$ cat config.mk
export PLATFORM = sky130hd
export DESIGN_NAME = multi_mode_ff_bank_flat
export DESIGN_NICKNAME = d
export VERILOG_FILES = /design/src/rtl/ff_pkg.sv /design/src/rtl/multi_mode_ff_bank_if.sv /design/src/rtl/ff_cell.sv /design/src/rtl/multi_mode_ff_bank.sv /design/src/flat_wrapper.sv
export SDC_FILE = /design/constraint.sdc
export NUM_CORES = 1
export LEC_CHECK = 0
export BUFFER_PORTS_ARGS = -buffer_cell sky130_fd_sc_hd__buf_2
export CORE_AREA = 2 2 74 76
export DETAILED_ROUTE_END_ITERATION = 8
export DIE_AREA = 0 0 76 78
export GPL_TIMING_DRIVEN = 0
export PLACE_DENSITY_LB_ADDON = 0.05
export SLEW_MARGIN = 10
export SYNTH_ARGS = -nofsm -noshare
export SYNTH_HDL_FRONTEND = slang
export SYNTH_SLANG_ARGS = --single-unit
$ cat constraint.sdc
create_clock -name clk -period 2.73 [get_ports clk]
set_input_delay 0.273 -clock clk [delete_from_list [all_inputs] [get_ports clk]]
set_output_delay 0.273 -clock clk [all_outputs]
set_load 0.01 [all_outputs]
$ cat src/rtl/ff_pkg.sv
// ---------------------------------------------------------------------------
// ff_pkg
// Shared definitions for the multi-mode flip-flop bank.
//   ff_mode_e : run-time next-state rule (D, T, JK, SR)
//   ff_next_t : result of one bit's next-state evaluation
//   ff_next() : per-bit next-state function, also flags S=R=1
// ---------------------------------------------------------------------------
package ff_pkg;

    typedef enum logic [1:0] {
        FF_D  = 2'd0,
        FF_T  = 2'd1,
        FF_JK = 2'd2,
        FF_SR = 2'd3
    } ff_mode_e;

    typedef struct packed {
        logic nxt;
        logic illegal;
    } ff_next_t;

    // Illegal SR inputs return the current state, so a caller that simply
    // loads nxt gets the required "hold" behaviour without a special case.
    function automatic ff_next_t ff_next(input ff_mode_e mode, input logic q,
                                         input logic a, input logic b);
        ff_next_t r;
        r.nxt     = q;
        r.illegal = 1'b0;
        case (mode)
            FF_D:  r.nxt = a;
            FF_T:  r.nxt = q ^ a;
            FF_JK: begin
                case ({a, b})
                    2'b01:   r.nxt = 1'b0;
                    2'b10:   r.nxt = 1'b1;
                    2'b11:   r.nxt = ~q;
                    default: r.nxt = q;
                endcase
            end
            FF_SR: begin
                case ({a, b})
                    2'b01:   r.nxt = 1'b0;
                    2'b10:   r.nxt = 1'b1;
                    2'b11:   r.illegal = 1'b1;
                    default: r.nxt = q;
                endcase
            end
            default: r.nxt = q;
        endcase
        return r;
    endfunction

endpackage

$ cat src/rtl/multi_mode_ff_bank_if.sv
// ---------------------------------------------------------------------------
// multi_mode_ff_bank_if
// Bus bundle for the flip-flop bank.
//   master drives : en, mode, a, b, clr_err
//   slave drives  : q, qbar, sr_err, err_cnt
// ---------------------------------------------------------------------------
interface multi_mode_ff_bank_if #(
    parameter int WIDTH = 8,
    parameter int CNT_W = 8
);
    import ff_pkg::*;

    logic               en;
    ff_mode_e           mode;
    logic [WIDTH-1:0]   a;
    logic [WIDTH-1:0]   b;
    logic               clr_err;
    logic [WIDTH-1:0]   q;
    logic [WIDTH-1:0]   qbar;
    logic [WIDTH-1:0]   sr_err;
    logic [CNT_W-1:0]   err_cnt;

    modport master (
        output en, mode, a, b, clr_err,
        input  q, qbar, sr_err, err_cnt
    );

    modport slave (
        input  en, mode, a, b, clr_err,
        output q, qbar, sr_err, err_cnt
    );

endinterface

$ cat src/rtl/ff_cell.sv
// ---------------------------------------------------------------------------
// ff_cell
// One bit of the bank: mode mux plus state register.
//   clk, rst    : clock and synchronous active-high reset
//   en          : clock enable, q holds when low
//   mode        : next-state rule shared by the whole bank
//   a, b        : d/t/j/s and k/r inputs for this bit
//   q           : registered state
//   illegal     : S=R=1 seen on this bit while enabled in SR mode
// ---------------------------------------------------------------------------
module ff_cell
    import ff_pkg::*;
#(
    parameter logic RESET_BIT = 1'b0
) (
    input  logic     clk,
    input  logic     rst,
    input  logic     en,
    input  ff_mode_e mode,
    input  logic     a,
    input  logic     b,
    output logic     q,
    output logic     illegal
);

    ff_next_t step;

    // Next-state evaluation from the current q; illegal is qualified by en
    // so a disabled bank never reports errors.
    always_comb begin
        step    = ff_next(mode, q, a, b);
        illegal = en & step.illegal;
    end

    // State register; reset beats enable, and an illegal SR step already
    // carries the current state so loading it holds the bit.
    always_ff @(posedge clk) begin
        if (rst) begin
            q <= RESET_BIT;
        end else if (en) begin
            q <= step.nxt;
        end
    end

endmodule

$ cat src/rtl/multi_mode_ff_bank.sv
// ---------------------------------------------------------------------------
// multi_mode_ff_bank
// WIDTH flip-flops with a run-time selectable D/T/JK/SR rule, clock enable,
// reset value and illegal-SR detection.
//   clk, rst : clock and synchronous active-high reset (highest priority)
//   bus      : slave side of multi_mode_ff_bank_if
//              in  en, mode, a, b, clr_err
//              out q, qbar (= ~q), sr_err (sticky per bit),
//                  err_cnt (saturating count of cycles with any illegal bit)
// ---------------------------------------------------------------------------
module multi_mode_ff_bank
    import ff_pkg::*;
#(
    parameter int               WIDTH     = 8,
    parameter logic [WIDTH-1:0] RESET_VAL = {WIDTH{1'b0}},
    parameter int               CNT_W     = 8
) (
    input  logic                  clk,
    input  logic                  rst,
    multi_mode_ff_bank_if.slave   bus
);

    localparam logic [CNT_W-1:0] CNT_MAX = {CNT_W{1'b1}};

    logic [WIDTH-1:0] q_reg;
    logic [WIDTH-1:0] illegal_mask;
    logic [WIDTH-1:0] sr_err_reg;
    logic [CNT_W-1:0] err_cnt_reg;
    logic             any_illegal;

    for (genvar i = 0; i < WIDTH; i++) begin : g_cell
        ff_cell #(
            .RESET_BIT (RESET_VAL[i])
        ) u_cell (
            .clk     (clk),
            .rst     (rst),
            .en      (bus.en),
            .mode    (bus.mode),
            .a       (bus.a[i]),
            .b       (bus.b[i]),
            .q       (q_reg[i]),
            .illegal (illegal_mask[i])
        );
    end

    assign any_illegal = |illegal_mask;

    // Error bookkeeping. A clear in the same cycle as a new illegal event
    // restarts the history from that event rather than discarding it.
    always_ff @(posedge clk) begin
        if (rst) begin
            sr_err_reg  <= '0;
            err_cnt_reg <= '0;
        end else if (bus.clr_err) begin
            sr_err_reg  <= illegal_mask;
            err_cnt_reg <= any_illegal ? CNT_W'(1) : '0;
        end else begin
            sr_err_reg <= sr_err_reg | illegal_mask;
            if (any_illegal && err_cnt_reg != CNT_MAX) begin
                err_cnt_reg <= err_cnt_reg + 1'b1;
            end
        end
    end

    assign bus.q       = q_reg;
    assign bus.qbar    = ~q_reg;
    assign bus.sr_err  = sr_err_reg;
    assign bus.err_cnt = err_cnt_reg;

endmodule

$ cat src/flat_wrapper.sv
// flat-port wrapper written by rule: the top's interface ports become plain ports
module multi_mode_ff_bank_flat import ff_pkg::*;
#(
    parameter int               WIDTH     = 8,
    parameter logic [WIDTH-1:0] RESET_VAL = {WIDTH{1'b0}},
    parameter int               CNT_W     = 8
)
  (clk, rst, bus_en, bus_mode, bus_a, bus_b, bus_clr_err, bus_q, bus_qbar, bus_sr_err, bus_err_cnt);
  multi_mode_ff_bank_if #(.WIDTH(WIDTH), .CNT_W(CNT_W)) bus_i ();
  input  logic clk;
  input  logic rst;
  input wire logic [$bits(bus_i.en)-1:0] bus_en;
  input wire logic [$bits(bus_i.mode)-1:0] bus_mode;
  input wire logic [$bits(bus_i.a)-1:0] bus_a;
  input wire logic [$bits(bus_i.b)-1:0] bus_b;
  input wire logic [$bits(bus_i.clr_err)-1:0] bus_clr_err;
  output wire logic [$bits(bus_i.q)-1:0] bus_q;
  output wire logic [$bits(bus_i.qbar)-1:0] bus_qbar;
  output wire logic [$bits(bus_i.sr_err)-1:0] bus_sr_err;
  output wire logic [$bits(bus_i.err_cnt)-1:0] bus_err_cnt;
  assign bus_i.en = bus_en;
  assign bus_i.mode = bus_mode;
  assign bus_i.a = bus_a;
  assign bus_i.b = bus_b;
  assign bus_i.clr_err = bus_clr_err;
  assign bus_q = bus_i.q;
  assign bus_qbar = bus_i.qbar;
  assign bus_sr_err = bus_i.sr_err;
  assign bus_err_cnt = bus_i.err_cnt;
  multi_mode_ff_bank #(.WIDTH(WIDTH), .RESET_VAL(RESET_VAL), .CNT_W(CNT_W)) u_core (.clk(clk), .rst(rst), .bus(bus_i));
endmodule
---- Word level (Yosys, flattened, before mapping) ----
Cells that the tools add are included.
storage, ports and cells
  register bits ........................... 24
  latch bits .............................. 0
  bits in writable memories ............... 0
  bits in read-only memories .............. 0
  input port bits ......................... 22
  output and inout bits ................... 32
  logic and storage cells ................. 137
  memories ................................ 0
operators by class
  add/sub/neg operators ................... 1
  multiply operators ...................... 0
  div/mod/pow operators ................... 0
  magnitude comparators ................... 0
  equal/unequal tests ..................... 44
  shift operators ......................... 0
  muxes and demuxes ....................... 44
  bitwise operators ....................... 26
  reduce and logical (&&, ||, !) cells .... 12
operator list
  cell                   count
  $eq A2 B2 Y1 const B   18
  $pmux W1 S4            8
  $ne A4 B4 Y1 const B   7
  $mux W8                3
  $pmux W1 S3            8
  $reduce_and A3 Y1      8
  $ne A3 B3 Y1 const B   7
  $eq A2 B1 Y1 const B   9
  $mux W1                17
  $pmux W1 S2            8
  $add A8 B1 Y8 const B  1
  $and A1 B1 Y1          8
  $ne A8 B8 Y1 const B   1
  $not A1 Y1             8
  $not A8 Y8             1
  $or A8 B8 Y8           1
  $reduce_or A8 Y1       1
  $xor A1 B1 Y1          8
  $ne A4 B1 Y1 const B   1
  $ne A3 B1 Y1 const B   1
  $logic_not A2 Y1       1
  $reduce_bool A2 Y1     1
  $logic_and A1 B1 Y1    1

---- Depth between registers and ports, before layout ----
  depth after elaboration ................. 8
  gate-level depth with buffers ........... 7
  gate-level depth less buffers ........... 6

---- Cells and area by module ----
A second synthesis with hierarchy kept.
unflattened totals
  cells, all modules ...................... 215
  area total of the unflattened synthesis .. 1755.4 um^2
by module, submodules not included
  module              instances  cells an instance  area each (um^2)
  ff_cell             8          16                 130.1
  multi_mode_ff_bank  1          87                 714.4

---- Worst setup path after synthesis ----
OpenSTA, ideal clock, no wires.
  path kind ............................... reg-to-reg
  from .................................... register u_core.err_cnt_reg[0], in the netlist u_core.bus.err_cnt[0]
  to ...................................... register u_core.err_cnt_reg[3], in the netlist u_core.bus.err_cnt[3]
  data arrival time ....................... 1.636 ns
  slack ................................... 1.024 ns
  stages on the path, launching flop included .. 7
  path buffers ............................ 1
  period minus slack after synthesis ...... 1.706 ns
  cells stage by stage .................... dfxtp_1 -> ha_1 -> and3_1 -> and3_1 -> buf_6 -> or4_1 -> a21oi_1
on the way
  longest elaborated chain between the ends .. 3
  elaborated cells on any way between the ends .. 6
  those cells by class .................... add/sub (1); eq/ne (1); mux (2); reduce/logical (2)
ends and longest elaborated chain
  element                                         line                                                text
  start, declared                                 multi_mode_ff_bank.sv:28                            logic [CNT_W-1:0] err_cnt_reg;
  start signal, assigned                          multi_mode_ff_bank.sv:56                            err_cnt_reg <= any_illegal ? CNT_W'(1) : '0;
  start signal, assigned                          multi_mode_ff_bank.sv:60                            err_cnt_reg <= err_cnt_reg + 1'b1;
  $add A8 B1 Y8 or $ne A8 B8 Y1 (tied branches)   multi_mode_ff_bank.sv:60, multi_mode_ff_bank.sv:59
  $mux W8 or $logic_and A1 B1 Y1 (tied branches)  multi_mode_ff_bank.sv:59                            if (any_illegal && err_cnt_reg != CNT_MAX) begin
  $mux W8 or $reduce_bool A2 Y1 (tied branches)   -
Several ways; a longest one is shown, not always the timed one. The select of a mux whose other input is x is not followed.
A chain may end at the register's enable or synchronous reset.

---- Worst setup path in the final report ----
Same ends and word-level chain as after synthesis.

==> results.cfg <==
[finish]
n_fill_cell = 533
final_cell_mix = buf_2, dfxtp_1, inv_1, ha_1, nand2_1
syn_to_final_growth_pct = 21.0
layout.cells.most_common = buf_2
nets = 323
drive_gt1_share_pct = 29.6
final_cell_count_no_fill = 347
diodes = 0

[cts]
cts_inserted_buffers = 3
htree_levels = 1
insertion_delay_ns = 0.27
ctsResizeCount = 0
cts.clk_slew.worst_paths_ns = 0.09
cts_setup_buffers = 0
cts_root_buf = clkbuf_8
cts_sinks = 24
cts_max_path_buffers = 2
cts_tree = done
ctsHoldBuffers = 0

[floorplanning]
rows = 26
ios = 54
start_util_pct = 37.6
die_w_um = 76
die_area_sq_mm = 0.00593
die_h_um = 78
core-area_sq_mm = 0.00504

[route]
drtAntennaViolNets = 0
drc = 0
wirelength_um = 4830
drt-initial-drc-count = 53
routedWlPerCell_um = 13.9
first_pass_iters = 4
routed-via-count = 1777
via_per_inst = 5.12

[critical_path]
path_class = reg -> reg
arrival_ns = 2.00
cp_num_buf_inv = 1
cpLargestDelayFamily = simple AND/OR/NAND/NOR gates
rr_startpoint = u_core.bus.err_cnt[0]$_SDFFE_PP0P_
path_cells = ha_1, and3_1, and3_1, buf_6, or4_1, a21oi_1
path_max_fanout = 9
worstPathRequired_ns = 2.94
cp-start-kind = register
max_stage_delay_ns = 0.46
end_kind = register
worstSetupStartpoint = u_core.bus.err_cnt[0]$_SDFFE_PP0P_
crit_path_frequent_cell = and3_1
slowest_stage = or4_1

[power_and_ir_drop]
power_density_mw_per_mm2 = 366
finalPower_uw = 840
vdd_drop_max_v = 0.000190
p_leak_uw = 0.00107

[sta]
tightest_slew_ns = 0.605
slew_viol_final = 0
fin_setup_tns_ns = 0
max-slew-margin-rel_pct = 59.6
min_period_over_period_pct = 65.6
layout_setup_ws_ns = 0.939
hold-worst-slack_ns = 0.348
rsz0062_at_grt = false
finClkSkew_ns = 0.00117
period_minus_slack_ns = 1.79
fmax_ghz = 0.558
finalHoldViolations = 0
setup_viol = 0

[synth]
synth_nets = 267
syn_inst = 222
synthDistinctLibCells = 41
syn_area_per_cell_sq_um = 8.54
synthArstFlopShare_pct = 0
synth_edf_count = 0
ys_seq_area_share_pct = 25.3
yosys_warnings = 0
synthesis.area_sq_mm = 0.00190
synth-seq-cells = 24
synth_flop_cell = dfxtp_1

[global_route]
grt_max_degree = 14
grt_pass1_vias = 1715
overflow = 0
antenna_found_initial = 0
grt_usage_pct = 17.1
grt_pass1_wl_um = 8310

[placement]
dpl.hpwl_um = 3650
gp_congestion = 0.821
io_buffers = 51
dpl.cell_count = 343
place_ws_ns = 0.871

[run]
cap_viol_max_count = 0

[status]
status = finished clean

[hold_path]
hp-start = bus_clr_err
hold_path_class = in -> reg
## per-stage QoR
stage | util [%] | cell area [sq um]
detailed placement | 44.4 | 2240
floorplan | - | 1900
global route | 45.5 | 2290
finish | 45.5 | 2290
global placement | 44.4 | 2240
CTS | 45.5 | 2290
## routing by layer
layer,wire length (um),vias to the layer above,share of wire [%],GRT usage (%)
met5,0,-,0,0
met4,33,0,0.68,4.18
met3,223,4,4.6,3.37
met2,2160,39,45,27.8
met1,2420,817,50,23.4
li1,-,917,-,-
## power by group
| group | internal [uW] | total [uW] | leakage [uW] | switching (uW) |
|---|---|---|---|---|
| sequential | 362 | 375 | 0.000195 | 12.7 |
| clock | 129 | 251 | 0.0000288 | 123 |
| combinational | 99.4 | 213 | 0.000845 | 114 |
| total | 591 | 840 | 0.00107 | 249 |
## kinds of logic after synthesis
logic type	Yosys count	share of synthesized area, %
buffers and inverters	43	11.5
and+or+nand+nor	57	17.3
AOI/OAI and AO/OA	68	26.9
adders and majority gates	23	15.2
muxes	7	3.69
DFF	24	25.3
## tightest hold or removal path, delay by kind of cell
| family | cells | cell delay (ns) |
|---|---|---|
| buffers and inverters | 1 | 0.13 |
| and+or+nand+nor | 1 | 0.11 |
| AOI/OAI and AO/OA | 1 | 0.06 |
## final timing paths
path                            slack (ns)                            endpoint  cells past startpoint
worst max-delay path                  0.94  u_core.bus.err_cnt[3]$_SDFFE_PP0P_                      6
worst min-delay path                  0.35     u_core.bus.sr_err[7]$_SDFF_PP0_                      3
worst max register to register        0.94  u_core.bus.err_cnt[3]$_SDFFE_PP0P_                      6
worst min register to register        0.47     u_core.bus.sr_err[7]$_SDFF_PP0_                      2
## synthesized netlist by cell type (2+ instances only)
library cell	count	share of area, %
o41ai_1	3	1.4
mux2i_1	7	3.7
and2b_1	6	2.4
nand4_1	2	0.66
nand2_1	15	3.0
a22o_1	12	5.5
and3_1	2	0.66
inv_1	23	4.6
ha_1	23	15
nor4_1	5	1.6
buf_4	10	4.0
a221oi_1	2	0.92
a211oi_1	6	2.4
o21ba_2	2	1.1
or4_1	2	0.79
o21ai_0	10	2.6
o31ai_1	3	1.2
or3_1	2	0.66
dfxtp_1	24	25
o311ai_0	2	0.92
a31o_2	7	3.2
o21a_1	2	0.79
nand3b_1	6	2.4
a21oi_1	8	2.1
buf_6	2	1.2
nand3_1	3	0.79
nor2b_1	4	1.3
clkbuf_1	4	0.79
nor2_1	5	0.99
buf_2	4	1.1
a2111oi_0	6	2.8
## area by class of cell
| cell class | count | area, sq um | area share [%] |
|---|---|---|---|
| clock buffer | 4 | 55.1 | 2.40 |
| sequential | 24 | 480 | 20.9 |
| multi-input combinational | 155 | 1200 | 52.2 |
| buffer | 20 | 133 | 5.78 |
| tap | 70 | 87.6 | 3.82 |
| timing repair buffer | 51 | 255 | 11.1 |
| inverter | 23 | 86.3 | 3.76 |
Note: power is estimated with default switching activity, not from simulation.
